**config.mk**
```make
export PLATFORM = sky130hd
export DESIGN_NAME = run_leaf_loader
export DESIGN_NICKNAME = d
export VERILOG_FILES = /design/src/rtl/run_leaf_loader.sv
export SDC_FILE = /design/constraint.sdc
export NUM_CORES = 1
export LEC_CHECK = 0
export CAP_MARGIN = 5
export CELL_PAD_IN_SITES_DETAIL_PLACEMENT = 2
export CELL_PAD_IN_SITES_GLOBAL_PLACEMENT = 2
export CORE_UTILIZATION = 34
export DETAILED_ROUTE_END_ITERATION = 8
export GPL_ROUTABILITY_DRIVEN = 0
export PLACE_DENSITY_LB_ADDON = 0.1
export SLEW_MARGIN = 20
export SYNTH_ARGS = -nofsm -noshare
export SYNTH_HDL_FRONTEND = slang
export SYNTH_SLANG_ARGS = --single-unit
```
**constraint.sdc**
```tcl
create_clock -name i_clk -period 8.8 [get_ports i_clk]
set_input_delay 1.76 -clock i_clk [delete_from_list [all_inputs] [get_ports i_clk]]
set_output_delay 1.76 -clock i_clk [all_outputs]
set_load 0.02 [all_outputs]
```
**src/rtl/run_leaf_loader.sv**
```systemverilog
`default_nettype none
// ============================================================================
// Module   : run_leaf_loader
// Purpose  : Unpacks 2-record beats and deals RUN_LEN-record runs round-robin
//            to 2*L leaf FIFOs, appending a zero terminator after each run.
// Revision : 1.0 - initial release
// ============================================================================
module run_leaf_loader #(
    parameter int L          = 8,
    parameter int DATA_WIDTH = 128,
    parameter int RUN_LEN    = 16
) (
    input  logic                      i_clk,
    input  logic                      i_rst_n,
    input  logic [2*DATA_WIDTH-1:0]   i_data,
    input  logic                      i_valid,
    output logic                      o_ready,
    input  logic [2*L-1:0]            i_fifo_full,
    output logic [2*L-1:0]            o_fifo_write,
    output logic [DATA_WIDTH-1:0]     o_fifo_data,
    output logic                      o_pass_done,
    output logic                      o_busy,
    output logic                      o_err
);

    localparam int c_NLEAF  = 2 * L;
    localparam int c_LEAF_W = (c_NLEAF > 1) ? $clog2(c_NLEAF) : 1;
    localparam int c_CNT_W  = $clog2(RUN_LEN);
    localparam logic [c_LEAF_W-1:0] c_LAST_LEAF = c_LEAF_W'(c_NLEAF - 1);
    localparam logic [c_CNT_W-1:0]  c_LAST_REC  = c_CNT_W'(RUN_LEN - 1);

    localparam logic [0:0] S_DATA = 1'b0;
    localparam logic [0:0] S_TERM = 1'b1;

    logic                      r_buf_valid;
    logic [2*DATA_WIDTH-1:0]   r_buf_data;
    logic                      r_half;
    logic [c_CNT_W-1:0]        r_rec_cnt;
    logic [c_LEAF_W-1:0]       r_leaf_idx;
    logic [0:0]                r_state;
    logic                      r_err;

    logic w_leaf_full;
    logic w_wr_data;
    logic w_wr_term;
    logic w_wr_any;
    logic w_accept;
    logic w_consume;
    logic w_zero_rec;

    assign w_leaf_full = i_fifo_full[r_leaf_idx];
    assign w_wr_data   = (r_state == S_DATA) && r_buf_valid && !w_leaf_full;
    assign w_wr_term   = (r_state == S_TERM) && !w_leaf_full;
    assign w_wr_any    = w_wr_data || w_wr_term;
    assign w_consume   = w_wr_data && r_half;

    // Ready while the hi record drains lets the next beat load with no bubble.
    assign o_ready     = !r_buf_valid || ((r_state == S_DATA) && r_half && !w_leaf_full);
    assign w_accept    = i_valid && o_ready;
    assign w_zero_rec  = (i_data[DATA_WIDTH-1:0] == '0) ||
                         (i_data[2*DATA_WIDTH-1:DATA_WIDTH] == '0);

    assign o_busy      = r_buf_valid || (r_state == S_TERM);
    assign o_err       = r_err;
    assign o_pass_done = w_wr_term && (r_leaf_idx == c_LAST_LEAF);

    always_comb begin
        o_fifo_data = '0;
        if (w_wr_data) begin
            o_fifo_data = r_half ? r_buf_data[2*DATA_WIDTH-1:DATA_WIDTH]
                                 : r_buf_data[DATA_WIDTH-1:0];
        end
    end

    always_comb begin
        o_fifo_write = '0;
        for (int i = 0; i < c_NLEAF; i++) begin
            if (w_wr_any && (r_leaf_idx == c_LEAF_W'(i))) begin
                o_fifo_write[i] = 1'b1;
            end
        end
    end

    always_ff @(posedge i_clk or negedge i_rst_n) begin
        if (!i_rst_n) begin
            r_buf_valid <= 1'b0;
            r_buf_data  <= '0;
            r_half      <= 1'b0;
            r_rec_cnt   <= '0;
            r_leaf_idx  <= '0;
            r_state     <= S_DATA;
            r_err       <= 1'b0;
        end else begin
            if (w_accept) begin
                r_buf_valid <= 1'b1;
                r_buf_data  <= i_data;
                if (w_zero_rec) begin
                    r_err <= 1'b1;
                end
            end else if (w_consume) begin
                r_buf_valid <= 1'b0;
            end

            if (w_wr_data) begin
                r_half <= !r_half;
                if (r_rec_cnt == c_LAST_REC) begin
                    r_rec_cnt <= '0;
                    r_state   <= S_TERM;
                end else begin
                    r_rec_cnt <= r_rec_cnt + c_CNT_W'(1);
                end
            end

            if (w_wr_term) begin
                r_leaf_idx <= (r_leaf_idx == c_LAST_LEAF) ? '0 : r_leaf_idx + c_LEAF_W'(1);
                r_state    <= S_DATA;
            end
        end
    end

endmodule
`default_nettype wire

```
---- Yosys cells after proc, flatten, opt, wreduce, memory -nomap -nowiden ----
Cells that the tools add are included.
word-level totals
  flip-flop bits (word level) ............. 268
  input bits .............................. 275
  output and inout port bits .............. 148
  word-level logic and storage cells ...... 93
cells by class
  add/sub/neg operators ................... 2
  order comparisons ....................... 1
  equal/unequal tests ..................... 16
  muxes and demuxes ....................... 27
  bitwise logic cells ..................... 1
  reduce and logical (&&, ||, !) cells .... 39
operators with widths
  cell                 count
  $logic_not 128->1    2
  $mux 128             2
  $eq 4x4->1 const B   9
  $logic_and 1x1->1    24
  $mux 1               22
  $eq 4x3->1 const B   4
  $add 4x1->4 const B  2
  $eq 4x2->1 const B   2
  $mux 4               2
  $reduce_bool 2->1    3
  $lt 4x5->1 const B   1
  $bmux 1 s4           1
  $eq 4x1->1 const B   1
  $logic_not 4->1      1
  $logic_or 1x1->1     4
  $reduce_and 2->1     2
  $logic_not 1->1      3
  $not 1->1            1

---- Depth between registers and ports, before layout ----
Gate-level depths: netlist (run 1).
  depth after elaboration ................. 7
  mapped depth ............................ 8
  mapped depth without buffers ............ 5

---- Worst setup path before layout (run 1) ----
OpenSTA, ideal clock, no wires.
  path kind ............................... in2out
  start ................................... input i_fifo_full[15]
  end ..................................... output o_fifo_data[100]
  arrival time ............................ 3,785 ps
  data required time ...................... 7,040 ps
  path slack .............................. 3,255 ps
  cell stages on the path ................. 7
  buffers on the path ..................... 3
  path through ............................ mux4_2 mux4_2 nand2b_1 clkbuf_1 clkbuf_1 clkbuf_1 nor2_1
on the way
  cells in the longest elaborated chain, start to end .. 5
RTL lines
  element                       RTL line  text
  start, declared               18        input logic [2*L-1:0] i_fifo_full,
  $bmux 1 s4                    51        assign w_leaf_full = i_fifo_full[r_leaf_idx];
  $mux 1 (implied by the code)  51
  $logic_not 1->1               52        assign w_wr_data = (r_state == S_DATA) && r_buf_valid && !w_leaf_full;
  $logic_and 1x1->1             52
  $mux 128                      69        if (w_wr_data) begin
  end, declared                 20        output logic [DATA_WIDTH-1:0] o_fifo_data,
Every way passes these cells. The select of a mux whose other input is x is not followed.

---- Final worst setup path (run 1) ----
  start ................................... input i_fifo_full[11]
  end ..................................... output o_fifo_data[75]
Same word-level chain as after synthesis.

==> results of run 1 <==
cell usage in the layout, fill, tap and decap left out, types with 9 or more instances in the layout:
cell type	synthesis	routed
sky130_fd_sc_hd__mux2i_1	129	129
sky130_fd_sc_hd__clkbuf_16	0	31
sky130_fd_sc_hd__nand4_1	17	17
sky130_fd_sc_hd__clkbuf_8	0	12
sky130_fd_sc_hd__dfrtp_1	268	267
sky130_fd_sc_hd__clkdlybuf4s50_1	0	421
sky130_fd_sc_hd__nor2_1	149	149
sky130_fd_sc_hd__nor4_1	68	68
sky130_fd_sc_hd__mux2_2	32	32
sky130_fd_sc_hd__mux2_4	226	226
sky130_fd_sc_hd__nand2_1	9	9
report_power, final:
group	internal, uW	leakage, uW	switching (uW)
registers	1880	0.00315	477
clock network	777	0.000523	545
logic	2590	0.00509	2250
total	5250	0.00876	3270
logic make-up (layout without fill, tap and decap cells):
kind of cell / Yosys count / count (layout) / synth area share [%]
compound gates: 10 / 10 / 0.538
xor+xnor: 3 / 3 / 0.191
fa+ha+maj: 5 / 5 / 0.456
buf+inv: 67 / 491 / 3.27
flops: 268 / 268 / 48.9
mux: 395 / 395 / 37.8
other cells: 0 / 2 / 0
simple gates: 258 / 258 / 8.85
flip-flops by register name, indices dropped and copies added, names as in the netlist:
signal	count
o_err	1
r_buf_data	256
r_buf_valid	1
r_half	1
r_leaf_idx	4
r_rec_cnt	4
r_state	1
per-layer routing:
metal / GRT usage (%) / up-vias
met5: 0 / -
li1: - / 4419
met1: 29.0 / 5045
met4: 4.81 / 16
met2: 37.9 / 279
met3: 5.68 / 55
final timing paths:
kind	endpoint	startpoint	slack, ps
max	o_fifo_data[75]	i_fifo_full[11]	1670
min in group asynchronous	r_leaf_idx[2]	i_rst_n	1190
max reg2reg	r_buf_data[178]	r_leaf_idx[0]	4870
min	r_buf_data[169]	r_buf_data[169]	500
max in group asynchronous	r_half	i_rst_n	6070
min reg2reg	r_buf_data[169]	r_buf_data[169]	500
worst max-delay path: cells and delay by family:
kind	cells	cell delay, ps
AND/OR/NAND/NOR	2	830
buffers and inverters	3	1600
multiplexers	2	1070
final cells by class:
cell class                      instances  area [sq um]  share of cell area, %
Sequential cell                       268          6710                   34.7
Multi-Input combinational cell        671          6590                   34.0
Timing Repair Buffer                  428          4330                   22.4
Clock buffer                           49           963                   4.98
Tap cell                              525           657                   3.39
Clock inverter                          8          80.1                  0.414
Inverter                                6          22.5                  0.116
Antenna cell                            2          5.00                 0.0259
through the flow:
stage                     total power, uW  cell area [sq um]  util [%]  std cells  setup slack, ps
after floorplan                      5460              13700         -       1006             3250
after global placement               7090              18300      46.0       1897             1740
after detailed placement             7210              18300      46.0       1897             1640
after CTS                            8620              19300      48.6       1954             1660
after global routing                 8980              19400      48.7       1957             1490
final                                8520              19400      48.7       1957             1670
==> results_tabular.tex, run 1 <==
\begin{tabular}{lr}
\hline
Metric & Value \\
\hline
\multicolumn{2}{l}{\textbf{Global routing}} \\
\quad Via count of the first global-routing pass & 11400 \\
\quad Wire length of the first global-routing pass & 70.7 mm \\
\quad Number of antenna violations at the first check in global routing & 11 \\
\quad Final global-route overflow total & 0 \\
\quad Largest net degree at the start of global routing & 167 \\
\quad Total global routing track utilization & between 20\% and 30\% \\
\multicolumn{2}{l}{\textbf{Clocking}} \\
\quad Total of cells resized after clock tree synthesis & 0 \\
\quad Clock insertion delay at the later pin of the skew report & 580 ps \\
\quad Post-CTS Setup Inserts & 0 \\
\quad Master cell of the clock root buffer & sky130\_fd\_sc\_hd\_\_clkbuf\_16 \\
\quad Number of H-tree levels & 1 \\
\quad Hold buffers post-CTS & 0 \\
\quad Clock Tree Buf Depth & 3 \\
\quad Total CTS buffers & 31 \\
\quad Clock-pin slew of the registers on the worst-case setup and hold paths & 60 ps \\
\quad Clock tree from TritonCTS & built \\
\quad Total number of clock tree sinks & 268 \\
\multicolumn{2}{l}{\textbf{Timing}} \\
\quad Fin Hold WS & roughly 500 ps \\
\quad Clk\_skew & between 10 and 15 ps \\
\quad Maximum clock frequency & 0.140 GHz \\
\quad Final hold violation count & 0 \\
\quad Max Transition Viols Final & 0 \\
\quad Setup repair after global routing missed its margin & false \\
\quad Portion of the clock cycle consumed by the worst path in the final layout & 81.0\% \\
\quad Actual slew at the worst max-slew pin & approximately 1000 ps \\
\quad Worst slew slack as a fraction of its limit & 31.3\% \\
\quad Total negative slack & 0 ps \\
\quad Time the final worst path needs with I/O delays and setup & slightly above 7000 ps \\
\quad Final setup fails & 0 \\
\multicolumn{2}{l}{\textbf{Die}} \\
\quad Core Footprint & about 40000 sq um \\
\quad Chip Width & 203 um \\
\quad Rows & 73 \\
\quad Height of the die & 203 um \\
\quad Ports placed on the boundary & 423 \\
\quad Starting density of the core & 34.5\% \\
\quad Die area & 41200 sq um \\
\multicolumn{2}{l}{\textbf{Cells and area}} \\
\quad Final nets & 1686 \\
\quad Filler cell count & 3856 \\
\quad Layout-stage area growth over the synthesis result & 41.1\% \\
\quad Layout cell share with drive strength beyond 1 & 22.7\% \\
\multicolumn{2}{l}{\textbf{Route}} \\
\quad Avg Vias per Cell & 5.01 \\
\quad Top sig layer & met5 \\
\quad Number of detailed-routing iterations run before antenna repair & 4 \\
\quad Drt wl/cell & 24.1 um \\
\quad DR vias & 9814 \\
\quad Routed metal-1 wire length & 20.6 mm \\
\quad DRT antenna net count & 0 \\
\quad Aggregate routed wire length & roughly 47 mm \\
\quad Routed wire length on met3 & 3.01 mm \\
\quad Post-detailed-route DRC marker count & 0 \\
\quad Initial detailed-routing violation count & slightly below 400 \\
\quad Routed length on met2 & 22.8 mm \\
\multicolumn{2}{l}{\textbf{Yosys}} \\
\quad Per-instance average area after synthesis & 13.6 sq um \\
\quad Post-synthesis instance total & 1006 \\
\quad Cell taking the most area after synthesis & sky130\_fd\_sc\_hd\_\_dfrtp\_1 \\
\quad Warnings, synthesis & 0 \\
\quad Proportion of synthesized flip-flops having asynchronous set or reset & 100\% \\
\quad Prevailing post-synth register cell & sky130\_fd\_sc\_hd\_\_dfrtp\_1 \\
\quad Cell types with the highest counts after synthesis & sky130\_fd\_sc\_hd\_\_dfrtp\_1, sky130\_fd\_sc\_hd\_\_mux2\_4, sky130\_fd\_sc\_hd\_\_nor2\_1, sky130\_fd\_sc\_hd\_\_mux2i\_1, sky130\_fd\_sc\_hd\_\_nor4\_1 \\
\quad Leading cell type by number of instances after synthesis & sky130\_fd\_sc\_hd\_\_dfrtp\_1 \\
\quad Share of synthesized area occupied by flip-flops and latches & 48.9\% \\
\quad Synth cell types & 36 \\
\quad Net Count, Synth & between 1000 and 1500 \\
\quad Number of flops mapped to enable cells by yosys & 0 \\
\quad Cell area after synthesis & $\sim$14000 sq um \\
\quad Synth top area share & between 40\% and 50\% \\
\quad Top post-synthesis cells by area & sky130\_fd\_sc\_hd\_\_dfrtp\_1, sky130\_fd\_sc\_hd\_\_mux2\_4, sky130\_fd\_sc\_hd\_\_mux2i\_1 \\
\quad Seq cells post-synth & 268 \\
\multicolumn{2}{l}{\textbf{Critical path}} \\
\quad Logic depth of the worst register-to-register path & 7 \\
\quad Worst EP arrival & 5370 ps \\
\quad Cell with the biggest individual delay on the critical path & sky130\_fd\_sc\_hd\_\_nand2b\_4 \\
\quad Required time of the worst setup path & approximately 7000 ps \\
\quad Crit-path cells & clkdlybuf4s50\_1, mux4\_2, mux4\_2, nand2b\_4, buf\_4, nor2\_1, clkdlybuf4s50\_1 \\
\quad Sort of element at the end of the critical path & output pin \\
\quad WS Path Type & in2out \\
\quad Maximum cell stage delay along the critical path & about 640 ps \\
\quad Peak fanout along the critical path & 76 \\
\quad Crit start category & primary input \\
\multicolumn{2}{l}{\textbf{Status}} \\
\quad Run status & finished, final reports clean \\
\multicolumn{2}{l}{\textbf{Power and ir drop}} \\
\quad IR drop worst, VDD & 0.323 mV \\
\quad Leakage & 0.00876 uW \\
\quad PD cells & 440 nW/um\^{}2 \\
\multicolumn{2}{l}{\textbf{Hold path}} \\
\quad Hold crit path type & reg2reg \\
\quad Hold Crit Depth & 1 \\
\multicolumn{2}{l}{\textbf{Placed design}} \\
\quad Buffers on Ports & 422 \\
\quad HPWL after detailed placement & 33.6 mm \\
\multicolumn{2}{l}{\textbf{Job}} \\
\quad Number of maximum-capacitance constraint violations & 0 \\
\hline
\end{tabular}
Note: power is estimated with default switching activity, not from simulation.
==> run 2: changes to the inputs <==
--- a/config.mk
+++ b/config.mk
@@ -8,7 +8,7 @@
 export CAP_MARGIN = 5
 export CELL_PAD_IN_SITES_DETAIL_PLACEMENT = 2
 export CELL_PAD_IN_SITES_GLOBAL_PLACEMENT = 2
-export CORE_UTILIZATION = 34
+export CORE_UTILIZATION = 31
 export DETAILED_ROUTE_END_ITERATION = 8
 export GPL_ROUTABILITY_DRIVEN = 0
 export PLACE_DENSITY_LB_ADDON = 0.1
==> constraint.sdc (replaced) <==
create_clock -name i_clk -period 6.9 [get_ports i_clk]
set_input_delay 1.38 -clock i_clk [delete_from_list [all_inputs] [get_ports i_clk]]
set_output_delay 1.38 -clock i_clk [all_outputs]
set_load 0.02 [all_outputs]
==> results_tabular.tex, run 2 (synthesized netlist as in run 1, its figures left out) <==
\begin{tabular}{lr}
\hline
Metric & Value \\
\hline
\multicolumn{2}{l}{\textbf{Timing}} \\
\quad Final setup fails & 0 (unchanged) \\
\quad Maximum clock frequency & around 0.17 GHz \\
\quad Setup repair after global routing missed its margin & false (unchanged) \\
\quad Worst slew slack as a fraction of its limit & 32.6\% (was 31.3\%) \\
\quad Total negative slack & 0 ps (unchanged) \\
\quad Max Transition Viols Final & 0 (unchanged) \\
\quad Portion of the clock cycle consumed by the worst path in the final layout & a little over four fifths \\
\quad Actual slew at the worst max-slew pin & 1010 ps (was 1030 ps) \\
\quad Time the final worst path needs with I/O delays and setup & 5830 ps \\
\quad Clk\_skew & 19.1 ps (was 12.2 ps) \\
\quad Post-route setup slack & 1070 ps (was 1670 ps) \\
\quad Final hold violation count & 0 (unchanged) \\
\multicolumn{2}{l}{\textbf{Clocking}} \\
\quad Post-CTS Setup Inserts & 0 (unchanged) \\
\quad Total CTS buffers & 31 (unchanged) \\
\quad Clock-pin slew of the registers on the worst-case setup and hold paths & 60 ps (about the same) \\
\quad Total of cells resized after clock tree synthesis & 0 (unchanged) \\
\quad Number of H-tree levels & 1 (unchanged) \\
\quad Clock tree from TritonCTS & built (unchanged) \\
\quad Master cell of the clock root buffer & sky130\_fd\_sc\_hd\_\_clkbuf\_16 (unchanged) \\
\quad Clock insertion delay at the later pin of the skew report & 580 ps (about the same) \\
\quad Total number of clock tree sinks & 268 (unchanged) \\
\quad Clock Tree Buf Depth & 3 (unchanged) \\
\quad Hold buffers post-CTS & 0 (unchanged) \\
\multicolumn{2}{l}{\textbf{Status}} \\
\quad Run status & finished, final reports clean (unchanged) \\
\multicolumn{2}{l}{\textbf{Power and ir drop}} \\
\quad Final total power & 10900 uW (was 8520 uW) \\
\quad IR drop worst, VDD & 0.258 mV (was 0.323 mV) \\
\quad PD cells & 558 nW/um\^{}2 (was 440 nW/um\^{}2) \\
\quad Leakage & 0.00876 uW (about the same) \\
\multicolumn{2}{l}{\textbf{Critical path}} \\
\quad Logic depth of the worst register-to-register path & 6 (was 7) \\
\quad WS Path Type & in2out (unchanged) \\
\quad Reg-to-reg setup timing slack & 3010 ps (was 4870 ps) \\
\quad Sort of element at the end of the critical path & output pin (unchanged) \\
\quad Critical R2R Capture & r\_buf\_data[109] (was r\_buf\_data[178]) \\
\quad Cell with the biggest individual delay on the critical path & sky130\_fd\_sc\_hd\_\_clkdlybuf4s50\_1 (was sky130\_fd\_sc\_hd\_\_nand2b\_4) \\
\quad Maximum cell stage delay along the critical path & 640 ps (about the same) \\
\quad Peak fanout along the critical path & 76 (unchanged) \\
\quad Critical Path Source & i\_fifo\_full[3] (was i\_fifo\_full[11]) \\
\quad Crit start category & primary input (unchanged) \\
\quad Worst EP arrival & 4450 ps (was 5370 ps) \\
\quad Critical register-to-register path startpoint & r\_leaf\_idx[0] (unchanged) \\
\quad Required time of the worst setup path & 5520 ps (was 7040 ps) \\
\quad Crit-path cells & clkdlybuf4s50\_1, mux4\_2, mux4\_2, nand2b\_4, buf\_4, nor2\_1, clkdlybuf4s50\_1 (unchanged) \\
\quad Critical path destination & o\_fifo\_data[80] (was o\_fifo\_data[75]) \\
\multicolumn{2}{l}{\textbf{Cells and area}} \\
\quad Core occupancy in the finished layout & 44.8\% (was 48.7\%) \\
\quad Layout-stage area growth over the synthesis result & 41.6\% (was 41.1\%) \\
\quad Largest regs & r\_buf\_data (256), r\_leaf\_idx (4), r\_rec\_cnt (4) (unchanged) \\
\quad Most frequent cells in the layout & sky130\_fd\_sc\_hd\_\_clkdlybuf4s50\_1, sky130\_fd\_sc\_hd\_\_dfrtp\_1, sky130\_fd\_sc\_hd\_\_mux2\_4, sky130\_fd\_sc\_hd\_\_nor2\_1, sky130\_fd\_sc\_hd\_\_mux2i\_1 (unchanged) \\
\quad Reg area & 6710 sq um (unchanged) \\
\quad Most flop-heavy register & r\_buf\_data (unchanged) \\
\quad Number of standard cells in the layout, taps in and fillers out & 2022 (was 1957) \\
\quad Max FFs per register & 256 (unchanged) \\
\quad Layout cell share with drive strength beyond 1 & 22.8\% (was 22.7\%) \\
\quad Leading cell type in the layout, fill and taps excluded & sky130\_fd\_sc\_hd\_\_clkdlybuf4s50\_1 (unchanged) \\
\quad Filler cell count & 4364 (was 3856) \\
\quad Final nets & 1691 (was 1686) \\
\quad Area occupied by multi-input gates & 6590 sq um (unchanged) \\
\multicolumn{2}{l}{\textbf{Global routing}} \\
\quad Via count of the first global-routing pass & 11100 (was 11400) \\
\quad M3 GR Usage & 6.68\% (was 5.68\%) \\
\quad Met1 routing resource usage after global routing & 26.5\% (was 29.0\%) \\
\quad Wire length of the first global-routing pass & 70.9 mm (was 70.7 mm) \\
\quad Met2 routing resource usage after global routing & 34.6\% (was 37.9\%) \\
\quad Largest net degree at the start of global routing & 108 (was 167) \\
\quad Total global routing track utilization & 20.9\% (was 22.5\%) \\
\quad Number of antenna violations at the first check in global routing & 11 (unchanged) \\
\quad Final global-route overflow total & 0 (unchanged) \\
\quad Peak-usage layer in the global routing report & met2 (unchanged) \\
\multicolumn{2}{l}{\textbf{Die}} \\
\quad Height of the die & 212 um (was 203 um) \\
\quad Die area & 45100 sq um (was 41200 sq um) \\
\quad Ports placed on the boundary & 423 (unchanged) \\
\quad Rows & 76 (was 73) \\
\quad Core Footprint & 43400 sq um (was 39700 sq um) \\
\quad Chip Width & 212 um (was 203 um) \\
\quad Starting density of the core & 31.7\% (was 34.5\%) \\
\multicolumn{2}{l}{\textbf{Route}} \\
\quad Initial detailed-routing violation count & 343 (was 396) \\
\quad Aggregate routed wire length & 47.5 mm (was 47.2 mm) \\
\quad Number of detailed-routing iterations run before antenna repair & 4 (unchanged) \\
\quad DRT antenna net count & 0 (unchanged) \\
\quad Drt wl/cell & 23.5 um (was 24.1 um) \\
\quad Avg Vias per Cell & 4.82 (was 5.01) \\
\quad DR vias & 9753 (was 9814) \\
\quad Post-detailed-route DRC marker count & 0 (unchanged) \\
\multicolumn{2}{l}{\textbf{Placed design}} \\
\quad Buffers on Ports & 422 (unchanged) \\
\quad Setup Slack @ Placement & 1100 ps (was 1640 ps) \\
\quad Number of placed instances, taps included & 1963 (was 1897) \\
\quad HPWL after detailed placement & 35.3 mm (was 33.6 mm) \\
\multicolumn{2}{l}{\textbf{Job}} \\
\quad Number of maximum-capacitance constraint violations & 0 (unchanged) \\
\multicolumn{2}{l}{\textbf{Hold path}} \\
\quad Hold crit path type & reg2reg (unchanged) \\
\quad Hold Crit Depth & 1 (unchanged) \\
\hline
\end{tabular}
==> run 2: area by class of cell <==
type                    instances  share of cell area, %
diodes                          5                 0.0644
clock buffers                  42                   4.46
clock inverters                12                  0.856
inverters                       6                  0.116
multi-input cells             671                   33.9
flip-flops and latches        268                   34.5
well taps                     585                   3.77
repair buffers                433                   22.3
==> run 2: stage by stage <==
| stage | area (sq um) | hold slack [ps] |
|---|---|---|
| after floorplan | 13700 | 464 |
| after global placement | 18400 | 466 |
| after detailed placement | 18400 | 465 |
| after CTS | 19400 | 482 |
| after global routing | 19400 | 505 |
| final | 19400 | 475 |
==> run 2: worst max-delay path: cells and delay by family <==
kind	cells	cell delay (ps)
buffers and inverters	3	1390
AND/OR/NAND/NOR	2	480
multiplexers	2	1100
==> run 2: worst min path at each step <==
stage	startpoint	to	slack [ps]
final	o_err	o_err	480
after global routing	o_err	o_err	510
after CTS	o_err	o_err	480
after detailed placement	o_err	o_err	470
after global placement	o_err	o_err	470
after floorplan	r_buf_data[159]	r_buf_data[159]	460
==> run 2: report_power, final <==
group / internal, uW / switching (uW) / leakage (uW)
sequential: 2400 / 604 / 0.00315
combinational: 3300 / 2850 / 0.00510
clock: 1020 / 673 / 0.000510
==> run 2: per-layer routing <==
| metal | part of all wire, % | vias up |
|---|---|---|
| li1 | - | 4428 |
| met1 | 43 | 4975 |
| met2 | 48 | 275 |
| met3 | 7.5 | 63 |
| met4 | 1.9 | 12 |
| met5 | 0.17 | - |
==> run 3: changes to the inputs <==
==> constraint.sdc (replaced) <==
create_clock -name i_clk -period 5.8 [get_ports i_clk]
set_input_delay 1.16 -clock i_clk [delete_from_list [all_inputs] [get_ports i_clk]]
set_output_delay 1.16 -clock i_clk [all_outputs]
set_load 0.02 [all_outputs]
==> results_tabular.tex, run 3 (synthesized netlist as in run 1, its figures left out) <==
\begin{tabular}{lr}
\hline
Metric & Value \\
\hline
\multicolumn{2}{l}{\textbf{Critical path}} \\
\quad Critical register-to-register path startpoint & r\_leaf\_idx[0] (unchanged) \\
\quad Maximum cell stage delay along the critical path & 660 ps (was 640 ps) \\
\quad Cell with the biggest individual delay on the critical path & sky130\_fd\_sc\_hd\_\_clkdlybuf4s50\_1 (unchanged) \\
\quad Critical path destination & o\_fifo\_data[78] (was o\_fifo\_data[80]) \\
\quad Critical R2R Capture & r\_buf\_data[178] (was r\_buf\_data[109]) \\
\quad Crit start category & primary input (unchanged) \\
\quad Logic depth of the worst register-to-register path & 6 (unchanged) \\
\quad Critical Path Source & i\_fifo\_full[3] (unchanged) \\
\quad Reg-to-reg setup timing slack & 2100 ps (was 3010 ps) \\
\quad Required time of the worst setup path & 4640 ps (was 5520 ps) \\
\quad Crit-path cells & clkdlybuf4s50\_1, mux4\_2, mux4\_2, nand2b\_4, buf\_12, nor2\_1, clkdlybuf4s50\_1 (was clkdlybuf4s50\_1, mux4\_2, mux4\_2, nand2b\_4, buf\_4, nor2\_1, clkdlybuf4s50\_1) \\
\quad WS Path Type & in2out (unchanged) \\
\quad Peak fanout along the critical path & 61 (was 76) \\
\quad Worst EP arrival & 4190 ps (was 4450 ps) \\
\quad Sort of element at the end of the critical path & output pin (unchanged) \\
\multicolumn{2}{l}{\textbf{Clocking}} \\
\quad Number of H-tree levels & 2 (was 1) \\
\quad Hold buffers post-CTS & 0 (unchanged) \\
\quad Post-CTS Setup Inserts & 0 (unchanged) \\
\quad Clock insertion delay at the later pin of the skew report & 540 ps (was 580 ps) \\
\quad Total CTS buffers & 35 (was 31) \\
\quad Total number of clock tree sinks & 268 (unchanged) \\
\quad Clock tree from TritonCTS & built (unchanged) \\
\quad Clock Tree Buf Depth & 3 (unchanged) \\
\quad Total of cells resized after clock tree synthesis & 0 (unchanged) \\
\quad Master cell of the clock root buffer & sky130\_fd\_sc\_hd\_\_clkbuf\_16 (unchanged) \\
\quad Clock-pin slew of the registers on the worst-case setup and hold paths & 50 ps (was 60 ps) \\
\multicolumn{2}{l}{\textbf{Timing}} \\
\quad Post-route setup slack & 446 ps (was 1070 ps) \\
\quad Fin Hold WS & 474 ps (was 475 ps) \\
\quad Final hold violation count & 0 (unchanged) \\
\quad Final setup fails & 0 (unchanged) \\
\quad Setup repair after global routing missed its margin & false (unchanged) \\
\quad Max Transition Viols Final & 0 (unchanged) \\
\quad Maximum clock frequency & 0.187 GHz \\
\quad Clk\_skew & 17.3 ps (was 19.1 ps) \\
\quad Total negative slack & 0 ps (unchanged) \\
\quad Worst slew slack as a fraction of its limit & 31.0\% (was 32.6\%) \\
\quad Time the final worst path needs with I/O delays and setup & $\sim$5400 ps \\
\quad Portion of the clock cycle consumed by the worst path in the final layout & 92.3\% \\
\quad Actual slew at the worst max-slew pin & 1020 ps (was 1010 ps) \\
\multicolumn{2}{l}{\textbf{Global routing}} \\
\quad Final global-route overflow total & 0 (unchanged) \\
\quad Via count of the first global-routing pass & 11300 (was 11100) \\
\quad Wire length of the first global-routing pass & 70.7 mm (was 70.9 mm) \\
\quad Total global routing track utilization & 20.9\% (about the same) \\
\quad Number of antenna violations at the first check in global routing & 8 (was 11) \\
\quad Largest net degree at the start of global routing & 131 (was 108) \\
\multicolumn{2}{l}{\textbf{Route}} \\
\quad Post-detailed-route DRC marker count & 0 (unchanged) \\
\quad Aggregate routed wire length & 47.2 mm (was 47.5 mm) \\
\quad DR vias & 9733 (was 9753) \\
\quad DRT antenna net count & 0 (unchanged) \\
\quad Avg Vias per Cell & 4.80 (was 4.82) \\
\quad Drt wl/cell & 23.3 um (was 23.5 um) \\
\quad Number of detailed-routing iterations run before antenna repair & 4 (unchanged) \\
\quad Initial detailed-routing violation count & 351 (was 343) \\
\multicolumn{2}{l}{\textbf{Placed design}} \\
\quad HPWL after detailed placement & 34.8 mm (was 35.3 mm) \\
\quad Cell Area, Placed & 18500 sq um (was 18400 sq um) \\
\quad Buffers on Ports & 422 (unchanged) \\
\quad Setup Slack @ Placement & 506 ps (was 1100 ps) \\
\multicolumn{2}{l}{\textbf{Die}} \\
\quad Starting density of the core & 31.7\% (unchanged) \\
\quad Rows & 76 (unchanged) \\
\quad Chip Width & 212 um (unchanged) \\
\quad Die area & 45100 sq um (unchanged) \\
\quad Height of the die & 212 um (unchanged) \\
\quad Core Footprint & 43400 sq um (unchanged) \\
\quad Ports placed on the boundary & 423 (unchanged) \\
\multicolumn{2}{l}{\textbf{Power and ir drop}} \\
\quad Leakage & 0.00883 uW (was 0.00876 uW) \\
\quad IR drop worst, VDD & 0.300 mV (was 0.258 mV) \\
\quad PD cells & 668 nW/um\^{}2 (was 558 nW/um\^{}2) \\
\multicolumn{2}{l}{\textbf{Cells and area}} \\
\quad Core occupancy in the finished layout & 45.2\% (was 44.8\%) \\
\quad Leading cell type in the layout, fill and taps excluded & sky130\_fd\_sc\_hd\_\_clkdlybuf4s50\_1 (unchanged) \\
\quad Layout cell share with drive strength beyond 1 & 23.0\% (was 22.8\%) \\
\quad Final Cell Area & 19600 sq um (was 19400 sq um) \\
\quad Layout-stage area growth over the synthesis result & 42.7\% (was 41.6\%) \\
\quad Most frequent cells in the layout & sky130\_fd\_sc\_hd\_\_clkdlybuf4s50\_1, sky130\_fd\_sc\_hd\_\_dfrtp\_1, sky130\_fd\_sc\_hd\_\_mux2\_4, sky130\_fd\_sc\_hd\_\_nor2\_1, sky130\_fd\_sc\_hd\_\_mux2i\_1 (unchanged) \\
\quad Most flop-heavy register & r\_buf\_data (unchanged) \\
\quad Largest regs & r\_buf\_data (256), r\_leaf\_idx (4), r\_rec\_cnt (4) (unchanged) \\
\quad Max FFs per register & 256 (unchanged) \\
\quad Final nets & 1694 (was 1691) \\
\multicolumn{2}{l}{\textbf{Job}} \\
\quad Number of maximum-capacitance constraint violations & 0 (unchanged) \\
\multicolumn{2}{l}{\textbf{Hold path}} \\
\quad Hold crit path type & reg2reg (unchanged) \\
\multicolumn{2}{l}{\textbf{Status}} \\
\quad Run status & finished, final reports clean (unchanged) \\
\hline
\end{tabular}
-- run 3: power by group --
group | total (uW) | leakage [uW] | switching (uW) | internal, uW
logic | 7400 | 0.00513 | 3420 | 3980
clock network | 2130 | 0.000554 | 846 | 1280
registers | 3560 | 0.00315 | 700 | 2860
total | 13100 | 0.00883 | 4970 | 8120
-- run 3: final cells by class --
cell class | count | area [sq um]
clock inverter | 8 | 83.8
antenna | 6 | 15.0
multi-input combinational | 671 | 6590
sequential | 268 | 6710
clock buffer | 50 | 1030
inverter | 6 | 22.5
tap | 585 | 732
timing repair buffer | 432 | 4400
fill | 4313 | 23800
-- run 3: worst max-delay path: cells and delay by family --
family        cells  cell delay (ps)
simple gates      2              550
buf+inv           3             1320
mux               2             1080
-- run 3: metal layers --
metal | track usage [%] | vias up | routed length (um)
met5 | 0 | - | 40
met4 | 6.23 | 6 | 921
met3 | 5.57 | 64 | 3030
met2 | 33.9 | 274 | 22100
met1 | 27.2 | 4947 | 21100
li1 | - | 4442 | -
-- run 3: per-stage QoR --
| stage | instances | power, uW |
|---|---|---|
| after floorplan | 1006 | 8280 |
| after global placement | 1962 | 10900 |
| after detailed placement | 1962 | 11000 |
| after CTS | 2020 | 13300 |
| after global routing | 2022 | 13800 |
| final | 2026 | 13100 |
-- run 3: worst min-delay path by stage --
stage	from	to	slack, ps	cells past startpoint
2_1_floorplan	r_buf_data[159]	r_buf_data[159]	460	1
3_3_place_gp	o_err	o_err	470	1
3_5_place_dp	o_err	o_err	470	1
4_1_cts	o_err	o_err	480	1
5_1_grt	o_err	o_err	500	1
6_report	o_err	o_err	470	1
